<file path="src/rtl/fetch_stage.sv">
// Instruction-fetch front end: owns the PC, hides the one-cycle registered imem
// latency and presents an IF/ID register with stall, redirect/kill and sticky faults.
module fetch_stage #(
    parameter logic [31:0] RESET_PC  = 32'h0000_0000,
    parameter int unsigned IMEM_SIZE = 128
) (
    input  logic        clk,
    input  logic        reset,
    input  logic        stall,
    input  logic        redirectValid,
    input  logic [31:0] redirectTarget,
    output logic [31:0] imemAddress,
    input  logic [31:0] imemInstruction,
    output logic [31:0] ifidInstruction,
    output logic [31:0] ifidPc,
    output logic        ifidValid,
    output logic        misalignedFault,
    output logic        rangeFault,
    output logic [31:0] fetchCount
);

    localparam logic [31:0] LAST_WORD = 32'(IMEM_SIZE - 1);

    logic [31:0] pc_q, pc_d;
    logic [31:0] f2_pc_q, f2_pc_d;
    logic        f2_valid_q, f2_valid_d;
    logic [31:0] hold_instr_q, hold_instr_d;
    logic        hold_valid_q, hold_valid_d;
    logic [31:0] ifid_instr_q, ifid_instr_d;
    logic [31:0] ifid_pc_q, ifid_pc_d;
    logic        ifid_valid_q, ifid_valid_d;
    logic        misaligned_q, misaligned_d;
    logic        range_q, range_d;
    logic [31:0] fetch_count_q, fetch_count_d;

    logic [31:0] f2_data;
    logic        out_of_range;

    always_comb begin
        pc_d          = pc_q;
        f2_pc_d       = f2_pc_q;
        f2_valid_d    = f2_valid_q;
        hold_instr_d  = hold_instr_q;
        hold_valid_d  = hold_valid_q;
        ifid_instr_d  = ifid_instr_q;
        ifid_pc_d     = ifid_pc_q;
        ifid_valid_d  = ifid_valid_q;
        misaligned_d  = misaligned_q;
        range_d       = range_q;
        fetch_count_d = fetch_count_q;

        // Once stalled, the memory output tracks pcReg, so F2 data comes from the hold buffer.
        f2_data      = hold_valid_q ? hold_instr_q : imemInstruction;
        out_of_range = (pc_q >> 2) > LAST_WORD;

        if (!stall && out_of_range) begin
            range_d = 1'b1;
        end

        if (redirectValid) begin
            pc_d         = {redirectTarget[31:2], 2'b00};
            f2_valid_d   = 1'b0;
            ifid_valid_d = 1'b0;
            hold_valid_d = 1'b0;
            if (redirectTarget[1:0] != 2'b00) begin
                misaligned_d = 1'b1;
            end
        end else if (stall) begin
            if (!hold_valid_q && f2_valid_q) begin
                hold_instr_d = imemInstruction;
                hold_valid_d = 1'b1;
            end
        end else begin
            pc_d         = pc_q + 32'd4;
            f2_pc_d      = pc_q;
            f2_valid_d   = 1'b1;
            ifid_instr_d = f2_data;
            ifid_pc_d    = f2_pc_q;
            ifid_valid_d = f2_valid_q;
            hold_valid_d = 1'b0;
            if (f2_valid_q) begin
                fetch_count_d = fetch_count_q + 32'd1;
            end
        end
    end

    always_ff @(posedge clk) begin
        if (reset) begin
            pc_q          <= RESET_PC;
            f2_pc_q       <= '0;
            f2_valid_q    <= 1'b0;
            hold_instr_q  <= '0;
            hold_valid_q  <= 1'b0;
            ifid_instr_q  <= '0;
            ifid_pc_q     <= '0;
            ifid_valid_q  <= 1'b0;
            misaligned_q  <= 1'b0;
            range_q       <= 1'b0;
            fetch_count_q <= '0;
        end else begin
            pc_q          <= pc_d;
            f2_pc_q       <= f2_pc_d;
            f2_valid_q    <= f2_valid_d;
            hold_instr_q  <= hold_instr_d;
            hold_valid_q  <= hold_valid_d;
            ifid_instr_q  <= ifid_instr_d;
            ifid_pc_q     <= ifid_pc_d;
            ifid_valid_q  <= ifid_valid_d;
            misaligned_q  <= misaligned_d;
            range_q       <= range_d;
            fetch_count_q <= fetch_count_d;
        end
    end

    assign imemAddress     = pc_q;
    assign ifidInstruction = ifid_instr_q;
    assign ifidPc          = ifid_pc_q;
    assign ifidValid       = ifid_valid_q;
    assign misalignedFault = misaligned_q;
    assign rangeFault      = range_q;
    assign fetchCount      = fetch_count_q;

endmodule
</file>
<file path="config.mk">
export PLATFORM = sky130hd
export DESIGN_NAME = fetch_stage
export DESIGN_NICKNAME = d
export VERILOG_FILES = /design/src/rtl/fetch_stage.sv
export SDC_FILE = /design/constraint.sdc
export NUM_CORES = 1
export LEC_CHECK = 0
export CAP_MARGIN = 10
export CORE_ASPECT_RATIO = 1.5
export CORE_MARGIN = 2
export CORE_UTILIZATION = 30
export DETAILED_ROUTE_END_ITERATION = 6
export PLACE_DENSITY_LB_ADDON = 0.05
export SETUP_SLACK_MARGIN = 0.4
export SLEW_MARGIN = 15
export SYNTH_ARGS = -nofsm -noshare
export SYNTH_HDL_FRONTEND = slang
export SYNTH_SLANG_ARGS = --single-unit
</file>
<file path="constraint.sdc">
create_clock -name clk -period 6.55 [get_ports clk]
set_clock_uncertainty 0.1 [all_clocks]
set_input_delay 1.31 -clock clk [delete_from_list [all_inputs] [get_ports clk]]
set_output_delay 1.31 -clock clk [all_outputs]
set_load 0.1 [all_outputs]
</file>
==> reports/qor.csv <==
metric;value;unit
status;finished, final reports clean;
grt_usage;17.3;%
coreArea;26400;um^2
ys.flop_type;dfxtp_1;
clkSinkCount;191;
synth_area_per_cell;8.23;um^2
ctsHtreeMaxLevel;4;
post_cts_buffers;0;
clock.fmax;252;MHz
synth_area_leaders;dfxtp_1 (48%), nand2_1 (10%), a21oi_1 (7.6%);
ys_async_sr_fraction;0;%
cp_common_cell;or4_1;
layout.nets;1192;
reg2reg_depth;5;
grt_pass1_vias;6841;
hp-class;flop to flop;
hold_violations;0;
drcViolationCount;0;
die_w;138;um
seq_area_frac_synth;47.6;%
cp.arrival;4.21;ns
cts_buffers;17;
n_fill_cell;2707;
cts_root_buffer;clkbuf_16;
drv_slew;0;
die_h;204;um
critical_path_required;6.79;ns
tns;0;ns
critPathLaunchType;primary input;
ys_warn_count;0;
slowest_stage;or4_1;
cp_top_family;simple AND/OR/NAND/NOR gates;
worst_pin_slew;1.08;ns
antenna_found_initial;0;
drtAntennaViolNets;0;
final_common_cell;nand2_1;
wl_per_cell;16.6;um
clock_path_buffers;2;
port_buffers;194;
vias_per_cell;4.98;
area_growth;34.3;%
drive_gt1_share;4.49;%
clk_pin_slew;0.07;ns
initial_core_util;30.4;%
synth_seq_cells;191;
grt_overflow_total;0;
ioPinCount;199;
cts_hold_buf;0;
dr_total_vias;7334;
max-cap-violations;0;
r2r-start;imemAddress[2];
insertion_delay;0.44;ns
syn_inst;975;
hpwl;16.0;mm
gr-usage-met2;30.0;%
irDropWorstVdd;0.179;mV
yosysTopAreaCellShare;47.6;%
num_rows;73;
reg2reg_setup_slack;3.80;ns
cp_max_fo;17;
synth_area;8030;um^2
grt_pass1_wl;38.0;mm
finalCritPeriodShare;60.6;%
clkPwrFrac;38.7;%
relSlewSlack;27.7;%
antenna_cells;0;
p_sw_share;30.4;%
final_cell_mix;nand2_1 (214), clkdlybuf4s50_1 (193), dfxtp_1 (190), a21oi_1 (122), nor2_1 (67);
setup_viol;0;
gp_congestion;0.742;
min_path_cells;2;
drt_iter0_markers;394;
end_kind;flop;
p_int;1.92;mW
r2r-end;imemAddress[30];
ctsResizeCount;0;
use_met1;21.2;%
p_sw;0.840;mW
power_frac_comb;16.2;%
drt-total-wl;24.4;mm
use_met3;3.55;%
synth_edf_count;0;
critPathMaxStageDelay;0.84;ns
startpoint;stall;
pwr-share-seq;45.1;%
min_to;ifidPc[30];
cts_tree;built;
grt_start_max_net_pins;134;
hold_path.startpoint;f2_pc_q[30];
busiest_layer;met2;
period_needed;3.97;ns
power_density;256;nW/um^2
path_cells;clkdlybuf4s50_1, nand3b_2, or4_1, or4_1, a311oi_1;
cp.buffers_inverters;1;
worstSetupPathType;primary input to flop;
final_core_util;40.8;%
die-area;28100;um^2
dr.pass1.iters;5;
synth_cell_types;48;
p_leak;3.44;nW
rsz0062_at_grt;false;
yosysTopAreaCell;dfxtp_1;
-- flip-flops by register name (all words and copies together) (netlist names) --
name             cells
f2_pc_q             30
f2_valid_q           1
fetchCount          32
hold_instr_q        32
hold_valid_q         1
ifidInstruction     32
ifidPc              30
ifidValid            1
imemAddress         30
misalignedFault      1
rangeFault           1
-- how the worst max path moves through the flow --
stage | depth (start not counted) | to
global route | 5 | imemAddress[30]
CTS | 5 | imemAddress[30]
global placement | 5 | imemAddress[30]
detailed placement | 5 | imemAddress[30]
finish | 5 | imemAddress[30]
floorplan | 5 | imemAddress[30]
-- cells by family after synthesis --
kind of cell	Yosys count	share of synthesized area (%)
other	1	0.0467
buffers and inverters	91	4.46
adders and majority gates	2	0.312
muxes	33	4.12
and+or+nand+nor	410	23.9
xor gates and xnor gates	21	2.29
AOI/OAI and AO/OA	226	17.2
DFF	191	47.6
-- worst reg2reg max path, delay by kind of cell, from the launching register on --
family,cells,cell delay (ns)
AO/OA/AOI/OAI,1,0.24
adder cells (fa/ha/maj),1,0.25
flip-flops,1,0.52
AND/OR/NAND/NOR,3,1.56
-- power groups by stage --
| stage | clock network [mW] | registers [mW] | logic (mW) |
|---|---|---|---|
| floorplan | 0 | 1.46 | 0.120 |
| global placement | 0 | 1.27 | 0.449 |
| detailed placement | 0 | 1.27 | 0.450 |
| CTS | 1.10 | 1.25 | 0.451 |
| global route | 1.14 | 1.25 | 0.471 |
| finish | 1.07 | 1.24 | 0.447 |
-- synthesized netlist by cell type, drive strengths merged, types with 2 or more instances --
library cell,number
or3,15
dfxtp,191
o21bai,3
nor4,13
o31a,3
mux2i,33
or2,3
and3,5
xor2,11
buf,10
and4,10
a21oi,122
nand4,19
a31oi,2
ha,2
xnor2,10
inv,15
a211oi,45
clkbuf,66
o21ai,18
nor4b,4
a311oi,10
and4b,2
nand3,19
nor3,6
and2,3
or4,21
nand2,214
a2111oi,3
nand3b,2
o31ai,16
nor2,68
-- area by class of cell --
cell class	instances	area [um^2]	area share, %
clock buffers	21	470	4.37
flip-flops and latches	191	3820	35.5
multi-input cells	696	3870	35.9
inverters	15	56.3	0.522
clock inverters	11	129	1.20
repair buffers	201	2010	18.6
well taps	337	422	3.91
-- metal layers --
metal  share of wire, %  wire (um)
met1                 42      10400
met2                 51      12500
met3                4.9       1200
met4                1.4        342
met5                  0          0
-- metrics by stage --
stage	hold WS (ns)	setup slack, ns	instance area, um^2	power (mW)	cells
6_report	0.351	2.58	10800	2.76	1472
4_1_cts	0.352	2.58	10800	2.79	1472
3_5_place_dp	0.342	2.13	10200	1.72	1440
2_1_floorplan	0.332	3.43	8040	1.58	978
5_1_grt	0.368	2.44	10800	2.86	1472
3_3_place_gp	0.338	2.16	10200	1.72	1440
(Power assumes the default switching activity.)
